<file path="config.mk">
export PLATFORM = sky130hd
export DESIGN_NAME = branch_controller
export DESIGN_NICKNAME = d
export VERILOG_FILES = /design/src/rtl/cpu_pkg.sv /design/src/rtl/branch_target_unit.sv /design/src/rtl/branch_controller.sv
export SDC_FILE = /design/constraint.sdc
export NUM_CORES = 1
export LEC_CHECK = 0
export BUFFER_PORTS_ARGS = -buffer_cell sky130_fd_sc_hd__buf_4
export CORE_ASPECT_RATIO = 2
export CORE_MARGIN = 2
export CORE_UTILIZATION = 58
export DETAILED_ROUTE_END_ITERATION = 8
export PLACE_DENSITY_LB_ADDON = 0.25
export SETUP_SLACK_MARGIN = 0.5
export SYNTH_ARGS = -nofsm -noshare
export SYNTH_HDL_FRONTEND = slang
export SYNTH_SLANG_ARGS = --single-unit
</file>
<file path="constraint.sdc">
create_clock -name clk -period 6.6 [get_ports clk]
set_input_delay 0.66 -clock clk [delete_from_list [all_inputs] [get_ports clk]]
set_output_delay 0.66 -clock clk [all_outputs]
set_load 0.005 [all_outputs]
</file>
<file path="src/rtl/cpu_pkg.sv">
// Shared CPU definitions: datapath width, control-flow opcodes and the
// branch controller state encoding.
package cpu_pkg;

  localparam int DATA_W = 32;

  localparam logic [5:0] JUMP_OP = 6'b010101;
  localparam logic [5:0] BRA_OP  = 6'b010110;

  typedef enum logic [1:0] {
    IDLE,
    WAIT_OPND,
    RESOLVE,
    REDIRECT
  } state_t;

endpackage

</file>
<file path="src/rtl/branch_target_unit.sv">
// Redirect target generation: PC-relative add for BRA, absolute immediate
// for JUMP (and any other opcode, which never reaches a redirect).
module branch_target_unit #(
  parameter int DATA_W = cpu_pkg::DATA_W
) (
  input  logic [5:0]        opcode,
  input  logic [DATA_W-1:0] pc_delay,
  input  logic [DATA_W-1:0] immediate_value_sign,
  output logic [DATA_W-1:0] target
);
  import cpu_pkg::*;

  // The add is modulo 2^DATA_W; a carry out of the top bit is dropped.
  always_comb begin
    target = immediate_value_sign;
    if (opcode == BRA_OP) begin
      target = pc_delay + immediate_value_sign;
    end
  end

endmodule

</file>
<file path="src/rtl/branch_controller.sv">
// Branch/jump resolution: stalls fetch while operands arrive from the
// multi-cycle register file, compares them, then redirects and flushes.
module branch_controller #(
  parameter int DATA_W   = cpu_pkg::DATA_W,
  parameter int MAX_WAIT = 7,
  parameter int CNT_W    = 3
) (
  input  logic              clk,
  input  logic              rst_n,
  input  logic              instr_valid,
  input  logic [5:0]        opcode,
  input  logic [DATA_W-1:0] pc_delay,
  input  logic [DATA_W-1:0] immediate_value_sign,
  input  logic [DATA_W-1:0] rs1_value,
  input  logic [DATA_W-1:0] rs2_value,
  input  logic              rf_rd_valid,
  output logic [DATA_W-1:0] pc_next,
  output logic              pc_load,
  output logic              branch_taken,
  output logic              stall,
  output logic              flush,
  output logic              busy,
  output logic              rf_timeout
);
  import cpu_pkg::*;

  state_t            r_state;
  logic [5:0]        r_opcode;
  logic [DATA_W-1:0] r_pc;
  logic [DATA_W-1:0] r_imm;
  logic [DATA_W-1:0] r_rs1;
  logic [DATA_W-1:0] r_rs2;
  logic [DATA_W-1:0] r_pc_hold;
  logic [CNT_W-1:0]  r_cnt;
  logic              r_redirect;
  logic              r_timeout;

  logic [DATA_W-1:0] w_target;
  logic              w_recognised;
  logic              w_capture;

  assign w_recognised = (opcode == JUMP_OP) || (opcode == BRA_OP);
  assign w_capture    = rst_n && instr_valid && w_recognised && (r_state == IDLE);

  branch_target_unit #(
    .DATA_W(DATA_W)
  ) u_target (
    .opcode               (r_opcode),
    .pc_delay             (r_pc),
    .immediate_value_sign (r_imm),
    .target               (w_target)
  );

  always_ff @(posedge clk or negedge rst_n) begin
    if (!rst_n) begin
      r_state    <= IDLE;
      r_opcode   <= '0;
      r_pc       <= '0;
      r_imm      <= '0;
      r_rs1      <= '0;
      r_rs2      <= '0;
      r_pc_hold  <= '0;
      r_cnt      <= '0;
      r_redirect <= 1'b0;
      r_timeout  <= 1'b0;
    end else begin
      r_redirect <= 1'b0;
      unique case (r_state)
        IDLE: begin
          if (w_capture) begin
            r_opcode <= opcode;
            r_pc     <= pc_delay;
            r_imm    <= immediate_value_sign;
            r_cnt    <= '0;
            if (opcode == JUMP_OP) begin
              r_state    <= REDIRECT;
              r_redirect <= 1'b1;
            end else begin
              r_state <= WAIT_OPND;
            end
          end
        end
        // Operand arrival wins over the timeout on the final wait cycle.
        WAIT_OPND: begin
          if (rf_rd_valid) begin
            r_rs1   <= rs1_value;
            r_rs2   <= rs2_value;
            r_state <= RESOLVE;
          end else if (r_cnt == CNT_W'(MAX_WAIT - 1)) begin
            r_cnt     <= CNT_W'(MAX_WAIT);
            r_timeout <= 1'b1;
            r_state   <= IDLE;
          end else begin
            r_cnt <= r_cnt + 1'b1;
          end
        end
        RESOLVE: begin
          if (r_rs1 == r_rs2) begin
            r_state    <= REDIRECT;
            r_redirect <= 1'b1;
          end else begin
            r_state <= IDLE;
          end
        end
        REDIRECT: begin
          r_pc_hold <= w_target;
          r_state   <= IDLE;
        end
        default: r_state <= IDLE;
      endcase
    end
  end

  // The target is live during REDIRECT and held afterwards until the next one.
  assign pc_next      = (r_state == REDIRECT) ? w_target : r_pc_hold;
  assign pc_load      = r_redirect;
  assign branch_taken = r_redirect;
  assign flush        = r_redirect;
  assign busy         = (r_state != IDLE);
  assign stall        = busy || w_capture;
  assign rf_timeout   = r_timeout;

endmodule

</file>
==> results of run 1 <==
synth_stat cells, types with 5 or more instances:
cell and instances:
dfrtp_1 173, nand2_1 255, nand2b_1 7, nor2_1 42, ha_1 33, a31oi_1 8, nor3_1 9, nand3_1 14
and3_1 10, a211oi_1 6, a21o_1 19, clkbuf_1 35, xnor2_1 20, inv_1 8, a21oi_1 60, o21ai_1 6
nor4_1 6, nand4_1 10, o21bai_1 5, o21ai_0 36, xor2_1 38, mux2_2 64
flip-flops by register name (all words and copies together), names as in the netlist:
register	flops
r_pc	32
r_rs2	32
rf_timeout	1
r_cnt	3
r_rs1	32
r_opcode	6
branch_taken	1
r_imm	32
r_pc_hold	32
r_state	2
layer usage:
metal	up-vias	share of wire
met5	-	0
met4	0	0.046
met3	65	0.056
met2	247	0.55
met1	3380	0.34
li1	3453	-
stage by stage:
step	setup slack [ns]	power [mW]	cells	area (um^2)
2_1_floorplan	3.41	2.43	918	8830
3_3_place_gp	2.91	2.87	1254	10300
3_5_place_dp	2.89	2.92	1254	10300
4_1_cts	2.40	3.94	1286	10900
5_1_grt	2.27	4.16	1286	10900
6_report	2.41	3.91	1286	10900
worst max path at each step:
| stage | from | end | slack, ns |
|---|---|---|---|
| 5_1_grt | r_imm[0] | pc_next[30] | 2.27 |
| 2_1_floorplan | r_pc[0] | pc_next[28] | 3.41 |
| 6_report | r_imm[0] | pc_next[30] | 2.41 |
| 3_3_place_gp | r_pc[0] | pc_next[30] | 2.91 |
| 4_1_cts | r_imm[0] | pc_next[30] | 2.40 |
| 3_5_place_dp | r_imm[0] | pc_next[30] | 2.89 |
cell families after synthesis:
group / Yosys count / synth area share
adders and majority gates: 34 / 0.0490
AOI/OAI and AO/OA: 160 / 0.113
DFF: 173 / 0.490
muxes: 67 / 0.0850
xor gates and xnor gates: 58 / 0.0575
and+or+nand+nor: 376 / 0.183
buffers and inverters: 50 / 0.0224
cells in the final DEF (no fill, tap or decap), types with 6 or more instances in the layout:
cell type / instances
o21ai_1: 6
clkbuf_16: 17
ha_1: 33
nor2_1: 41
o21ai_0: 36
nand3_1: 14
and3_1: 10
mux2_2: 64
nor4_1: 6
nand2_1: 254
dfrtp_1: 173
a211oi_1: 6
nand2b_1: 7
xnor2_1: 20
xor2_1: 38
buf_4: 182
a21oi_1: 60
a21o_1: 19
nor3_1: 9
a31oi_1: 8
nand4_1: 10
inv_1: 8
power by group through the flow:
stage	sequential, mW	clock (mW)	combinational, mW
global placement	1.65	0	1.21
CTS	1.66	1.03	1.26
finish	1.66	1.01	1.24
global route	1.70	1.08	1.38
detailed placement	1.67	0	1.24
floorplan	1.61	0	0.824
final cells by class:
| type | instances | area, um^2 | area share |
|---|---|---|---|
| multi-input cells | 695 | 4310 | 0.396 |
| flip-flops and latches | 173 | 4330 | 0.398 |
| clock buffers | 19 | 443 | 0.0407 |
| inverters | 8 | 30.0 | 0.00276 |
| repair buffers | 183 | 1380 | 0.127 |
| clock inverters | 13 | 153 | 0.0140 |
| well taps | 195 | 244 | 0.0224 |
worst max-delay path, cell delays in order (launching register included):
cell      delay, ns
dfrtp_1        0.40
ha_1           0.22
fa_1           0.42
a21o_1         0.22
a221oi_2       0.40
or4b_1         0.25
nand4_2        0.16
a41oi_2        0.31
o211ai_2       0.12
xnor2_1        0.14
o21ai_1        0.29
buf_4          0.18
==> impl_summary.txt, run 1 <==
----------------------------------------------------
[Run status]
  Result of the run ... complete, no violations

[Timing]
  Worst clock skew ... 0.00779 ns
  Total Neg Setup Slack ... 0 ns
  Max Freq ... around 240 MHz
  Final worst path period need ... about 4.2 ns
  Unrepaired setup endpoints after global routing ... false
  Final Hold Slack ... approximately 0.13 ns
  Crit share post-route ... 0.635
  Worst slew margin relative to its limit ... 0.347
  Worst-Margin Slew ... a little under 1 ns
  Finish-stage setup viols ... 0
  Fin. max-slew vios ... 0
  Count of final hold-check violations ... 0

[Synth]
  Count of cell types in the netlist ... 53
  Area contributors post-synth ... dfrtp_1, nand2_1, mux2_2
  Most used flip-flop cell after synthesis ... dfrtp_1
  Dominant cell type by area after synthesis ... dfrtp_1
  EDFF count, synth ... 0
  Cell count after synthesis ... roughly 920
  Register bit count reported by yosys ... between 150 and 200
  Net count of the mapped netlist ... around 1100
  Async set or reset register ratio after synthesis ... 1.00
  Cell Area, Synth ... 8830 um^2
  Number of warnings printed during yosys synthesis ... 0
  Average instance area after synthesis ... 9.62 um^2
  Top-area cell type share of the netlist area ... 0.490
  Post-synthesis sequential area ratio ... 0.490

[Floorplanning]
  Starting density of the core ... 0.596
  Number of primary I/O pins ... approximately 180
  Floorplan die area ... 16300 um^2
  Floorplan die width ... ~91 um
  Die Height ... ~180 um
  Num rows ... 63
  Standard cell core area ... 14800 um^2

[Finish]
  Fraction of final layout cells sized beyond drive strength 1 ... 0.268
  Synth-to-layout area growth ... 23.3%
  Final core utilization ... 0.735
  Filler Cell Count ... approximately 1200
  Diode insertion count for antenna repair ... 0
  Nets@finish ... around 1300

[Pwr]
  Cell leakage power ... approximately 5.5 nW
  Relative contribution of sequential cells to total power ... 0.424
  Cell-internal power ... approximately 2.6 mW
  Worst IR drop on VDD ... 313 uV
  Switching component of the power ... around 1.3 mW
  Switching portion of total power ... 0.323
  Clock share of power ... 0.258
  Power share of the combinational group ... 0.318
  Power per unit of standard cell area ... about 360 nW/um^2

[Critical path]
  Crit start category ... flop
  Reg-to-reg endpoint ... r_pc_hold[30]
  Sort of element at the end of the critical path ... output port
  Data required, critical path ... between 5 and 6 ns
  Crit path max fanout ... 4
  Path type of the worst setup path ... reg -> out
  Origin of the critical flop-to-flop path ... r_imm[0]
  Depth of the worst register-to-register path ... 10
  Arrival time reported for the critical path endpoint ... 3.53 ns
  Register-to-register setup slack ... 3.55 ns

[Clock tree]
  Clock root buffer ... clkbuf_16
  CTS tree ... yes
  # H-tree levels ... 4
  Quantity of hold-fixing buffers added after cts ... 0
  Postcts setup bufs ... 0
  Clock Pin Slew Worst Setup and Hold Paths ... 0.06 ns
  Clock latency reported for the late side of the worst-skew pair ... 0.43 ns
  Number of gates resized after cts ... 0
  Number of CTS-inserted buffers ... 17
  Sink count of the clock tree ... roughly 170
  Number of buffers on the longest clock path ... 2

[Global route]
  Leftover overflow at the end of global routing ... 0
  Wire length of the first global-routing pass ... between 30 and 40 mm
  Via count of the first global-routing pass ... between 7000 and 8000
  Met1 usage ... 0.283
  Met2 track demand over resource in global routing ... 0.510
  Initial antenna violation count ... 0
  Met3 usage in global routing ... 0.0689
  Top Usage Layer GRT ... met2
  Pin count of the biggest net entering global routing ... 80
  All-layer global routing usage ... 0.276

[Drt]
  Number of DRC violations after detailed-routing iteration 0 ... between 500 and 600
  Total routed wirelength ... around 22 mm
  Vias per Instance ... about 5.6
  Vias after detailed routing ... 7145
  Antenna violation net count after detailed routing ... 0
  Detailed-router iteration count before antenna repair ... 5
  Residual DRC ... 0
  Routed WL per cell ... 16.9 um

[Place]
  Buffers added on ports ... between 150 and 200
  Gp weighted congestion ... ~0.90
  HPWL after detailed placement ... 15.7 mm

[Run]
  Max-cap violations ... 0

[Hold path]
  Type of the tightest min-delay check ... in -> async

----------------------------------------------------
No activity file was read; power rests on OpenSTA's default activity.
==> run 2: changes to the inputs <==
--- a/config.mk
+++ b/config.mk
@@ -8,7 +8,7 @@
 export BUFFER_PORTS_ARGS = -buffer_cell sky130_fd_sc_hd__buf_4
 export CORE_ASPECT_RATIO = 2
 export CORE_MARGIN = 2
-export CORE_UTILIZATION = 58
+export CORE_UTILIZATION = 50
 export DETAILED_ROUTE_END_ITERATION = 8
 export PLACE_DENSITY_LB_ADDON = 0.25
 export SETUP_SLACK_MARGIN = 0.5
==> constraint.sdc (replaced) <==
create_clock -name clk -period 3.4 [get_ports clk]
set_input_delay 0.34 -clock clk [delete_from_list [all_inputs] [get_ports clk]]
set_output_delay 0.34 -clock clk [all_outputs]
set_load 0.005 [all_outputs]
==> impl_summary.txt, run 2 (same netlist as run 1, synthesis figures left out) <==
----------------------------------------------------
[Run status]
  Result of the run ... finished with violations
  Violations in the final reports ... setup timing

[Hold path]
  Type of the tightest min-delay check ... in -> reg

[Clock tree]
  Clock Pin Slew Worst Setup and Hold Paths ... 0.07 ns (about the same)
  Number of CTS-inserted buffers ... 17 (unchanged)
  Sink count of the clock tree ... 173 (unchanged)
  Number of buffers on the longest clock path ... 2 (unchanged)
  CTS tree ... yes
  # H-tree levels ... 4 (unchanged)
  Clock root buffer ... clkbuf_16
  Clock latency reported for the late side of the worst-skew pair ... 0.43 ns (about the same)

[Pwr]
  Relative contribution of sequential cells to total power ... 0.408 (-0.016)
  Power share of the combinational group ... 0.353 (+0.035)
  Worst IR drop on VDD ... 524 uV (+67%)
  Cell leakage power ... 5.79 nW (+4.8%)
  Cell-internal power ... 5.30 mW (+100%)
  Switching component of the power ... 2.66 mW (+110%)
  Switching portion of total power ... 0.334 (+0.0104)
  Power per unit of standard cell area ... 673 nW/um^2 (+87%)
  Clock share of power ... 0.240 (-0.018)

[Place]
  HPWL after detailed placement ... 17.1 mm (+9.3%)
  Post-Place Setup Slack ... 0.184 ns (-2.71 ns)
  Buffers added on ports ... 175 (unchanged)
  Gp weighted congestion ... 0.957 (+5.8%)

[Critical path]
  Slowest library cell on the worst path ... dfrtp_1
  Sort of element at the end of the critical path ... output port
  Path type of the worst setup path ... reg -> out
  Cell-by-cell listing of the critical path ... ha_2, fa_2, a21o_1, a221oi_4, o21a_2, o31ai_4, a21o_1, o31ai_4, xnor2_1, a221o_1, buf_4
  Crit path max fanout ... 3 (-1)
  Slowest Stage Delay on Critical Path ... 0.39 ns (-0.03 ns)
  Crit start category ... flop
  Data required, critical path ... 3.06 ns (-2.88 ns)
  Arrival time reported for the critical path endpoint ... 3.19 ns (-0.34 ns)

[Drt]
  Antenna violation net count after detailed routing ... 0 (unchanged)
  Residual DRC ... 0 (unchanged)
  Number of DRC violations after detailed-routing iteration 0 ... 459 (-12%)
  Vias after detailed routing ... 7448 (+4.2%)
  Routed WL per cell ... 18.0 um (+6.9%)
  Detailed-router iteration count before antenna repair ... 5 (unchanged)
  Vias per Instance ... 5.54 (-0.33%)
  Total routed wirelength ... 24.3 mm (+12%)

[Floorplanning]
  Die Height ... 192 um (+7.5%)
  Number of primary I/O pins ... 176 (unchanged)
  Num rows ... 68 (+7.9%)
  Floorplan die width ... 98.0 um (+7.4%)
  Standard cell core area ... 17300 um^2 (+17%)
  Starting density of the core ... 0.511 (-0.0846)
  Floorplan die area ... 18800 um^2 (+15%)

[Finish]
  Area used by multi-input combinational logic ... 4850 um^2 (+12%)
  Most frequent standard cell in the layout excluding fill and tap cells ... nand2_1
  Final core utilization ... 0.685 (-0.0497)
  Filler Cell Count ... 1383 (+16%)
  Fraction of final layout cells sized beyond drive strength 1 ... 0.363 (+0.0954)
  Area used by sequential logic in the layout ... 4330 um^2 (about the same)
  Commonest non-fill, non-tap cells in the layout ... nand2_1, buf_4, dfrtp_1
  Nets@finish ... 1294 (+3.5%)
  Synth-to-layout area growth ... 34.0%
  Diode insertion count for antenna repair ... 0 (unchanged)

[Timing]
  Final worst setup slack ... -0.130 ns (-2.54 ns)
  Unrepaired setup endpoints after global routing ... true
  Finish-stage setup viols ... 9 (+9)
  Fin. max-slew vios ... 0 (unchanged)
  Worst clock skew ... 0.00885 ns (+0.00106 ns)
  Final worst path period need ... roughly 3.5 ns
  Worst slew margin relative to its limit ... 0.465 (+0.118)
  Max Freq ... around 280 MHz
  Crit share post-route ... 1.04
  Count of final hold-check violations ... 0 (unchanged)
  Worst-Margin Slew ... 0.802 ns (-0.177 ns)

[Global route]
  Via count of the first global-routing pass ... 7693 (+3.5%)
  Leftover overflow at the end of global routing ... 0 (unchanged)
  All-layer global routing usage ... 0.254 (-0.0222)
  Pin count of the biggest net entering global routing ... 154 (+93%)
  Wire length of the first global-routing pass ... 37.5 mm (+6.7%)
  Initial antenna violation count ... 0 (unchanged)

[Run]
  Max-cap violations ... 0 (unchanged)

----------------------------------------------------
==> run 2: cell count changes in the layout (fill, tap and decap cells not counted), sizes merged <==
| cell | delta |
|---|---|
| bufinv | -1 |
| clkinv | +1 |
| buf | +43 |
| dlygate4sd3 | +1 |
| clkinvlp | +1 |
| clkbuf | -1 |
==> run 2: layer usage <==
metal  track usage  vias up  wire length [um]
met5             0        -                 0
met4         0.117        0               827
met3        0.0568       56              1370
met2         0.488      262             13800
met1         0.255     3597              8230
li1              -     3533                 -
==> run 2: critical path: cells and delay by family, from the launching register on <==
| family | cells | cell delay [ns] |
|---|---|---|
| compound gates | 7 | 1.57 |
| xor+xnor | 1 | 0.09 |
| fa+ha+maj | 2 | 0.56 |
| buf+inv | 1 | 0.14 |
| flops | 1 | 0.39 |
==> run 2: worst paths after layout <==
check	start	to	slack (ns)	depth (start not counted)
max reg2reg	r_pc[0]	r_pc_hold[10]	0.53	14
min	pc_delay[9]	r_pc[9]	0.09	3
min reg2reg	r_opcode[4]	r_opcode[4]	0.46	1
min in group asynchronous	rst_n	r_pc_hold[10]	0.32	2
max in group asynchronous	rst_n	r_pc_hold[20]	2.00	3
max	r_pc[0]	pc_next[28]	-0.13	11
==> run 2: stage by stage <==
step / power, mW / hold slack, ns / area [um^2] / instances / TNS [ns]
CTS: 7.79 / 0.0863 / 11400 / 1327 / -0.143
detailed placement: 5.72 / 0.213 / 10400 / 1275 / 0
global route: 8.42 / 0.0943 / 11800 / 1345 / -1.53
finish: 7.96 / 0.0900 / 11800 / 1345 / -0.500
global placement: 5.61 / 0.209 / 10400 / 1275 / 0
floorplan: 4.72 / 0.0444 / 8830 / 918 / 0
==> run 2: what timing repair did <==
action / 4_1_cts / 5_1_grt
resized for setup: 66 / 66
cloned: 0 / 0
hold buffers: 1 / 0
hold endpoints to repair: 20 / 0
setup buffers: 19 / 18
pin swaps: 30 / 40
endpoints found under the setup margin: 27 / 28
==> run 2: area by class of cell <==
cell class,count,share of cell area
inverter,8,0.00254
clock inverter,14,0.0111
multi-input combinational,695,0.410
sequential,173,0.366
tap,210,0.0222
clock buffer,18,0.0371
timing repair buffer,227,0.151
==> run 2: power by group through the flow <==
stage | Sequential, mW | Combinational (mW) | Clock, mW
after floorplan | 3.13 | 1.60 | 0
after global placement | 3.21 | 2.40 | 0
after detailed placement | 3.26 | 2.46 | 0
after CTS | 3.23 | 2.62 | 1.94
after global routing | 3.33 | 3.08 | 2.01
final | 3.25 | 2.81 | 1.91
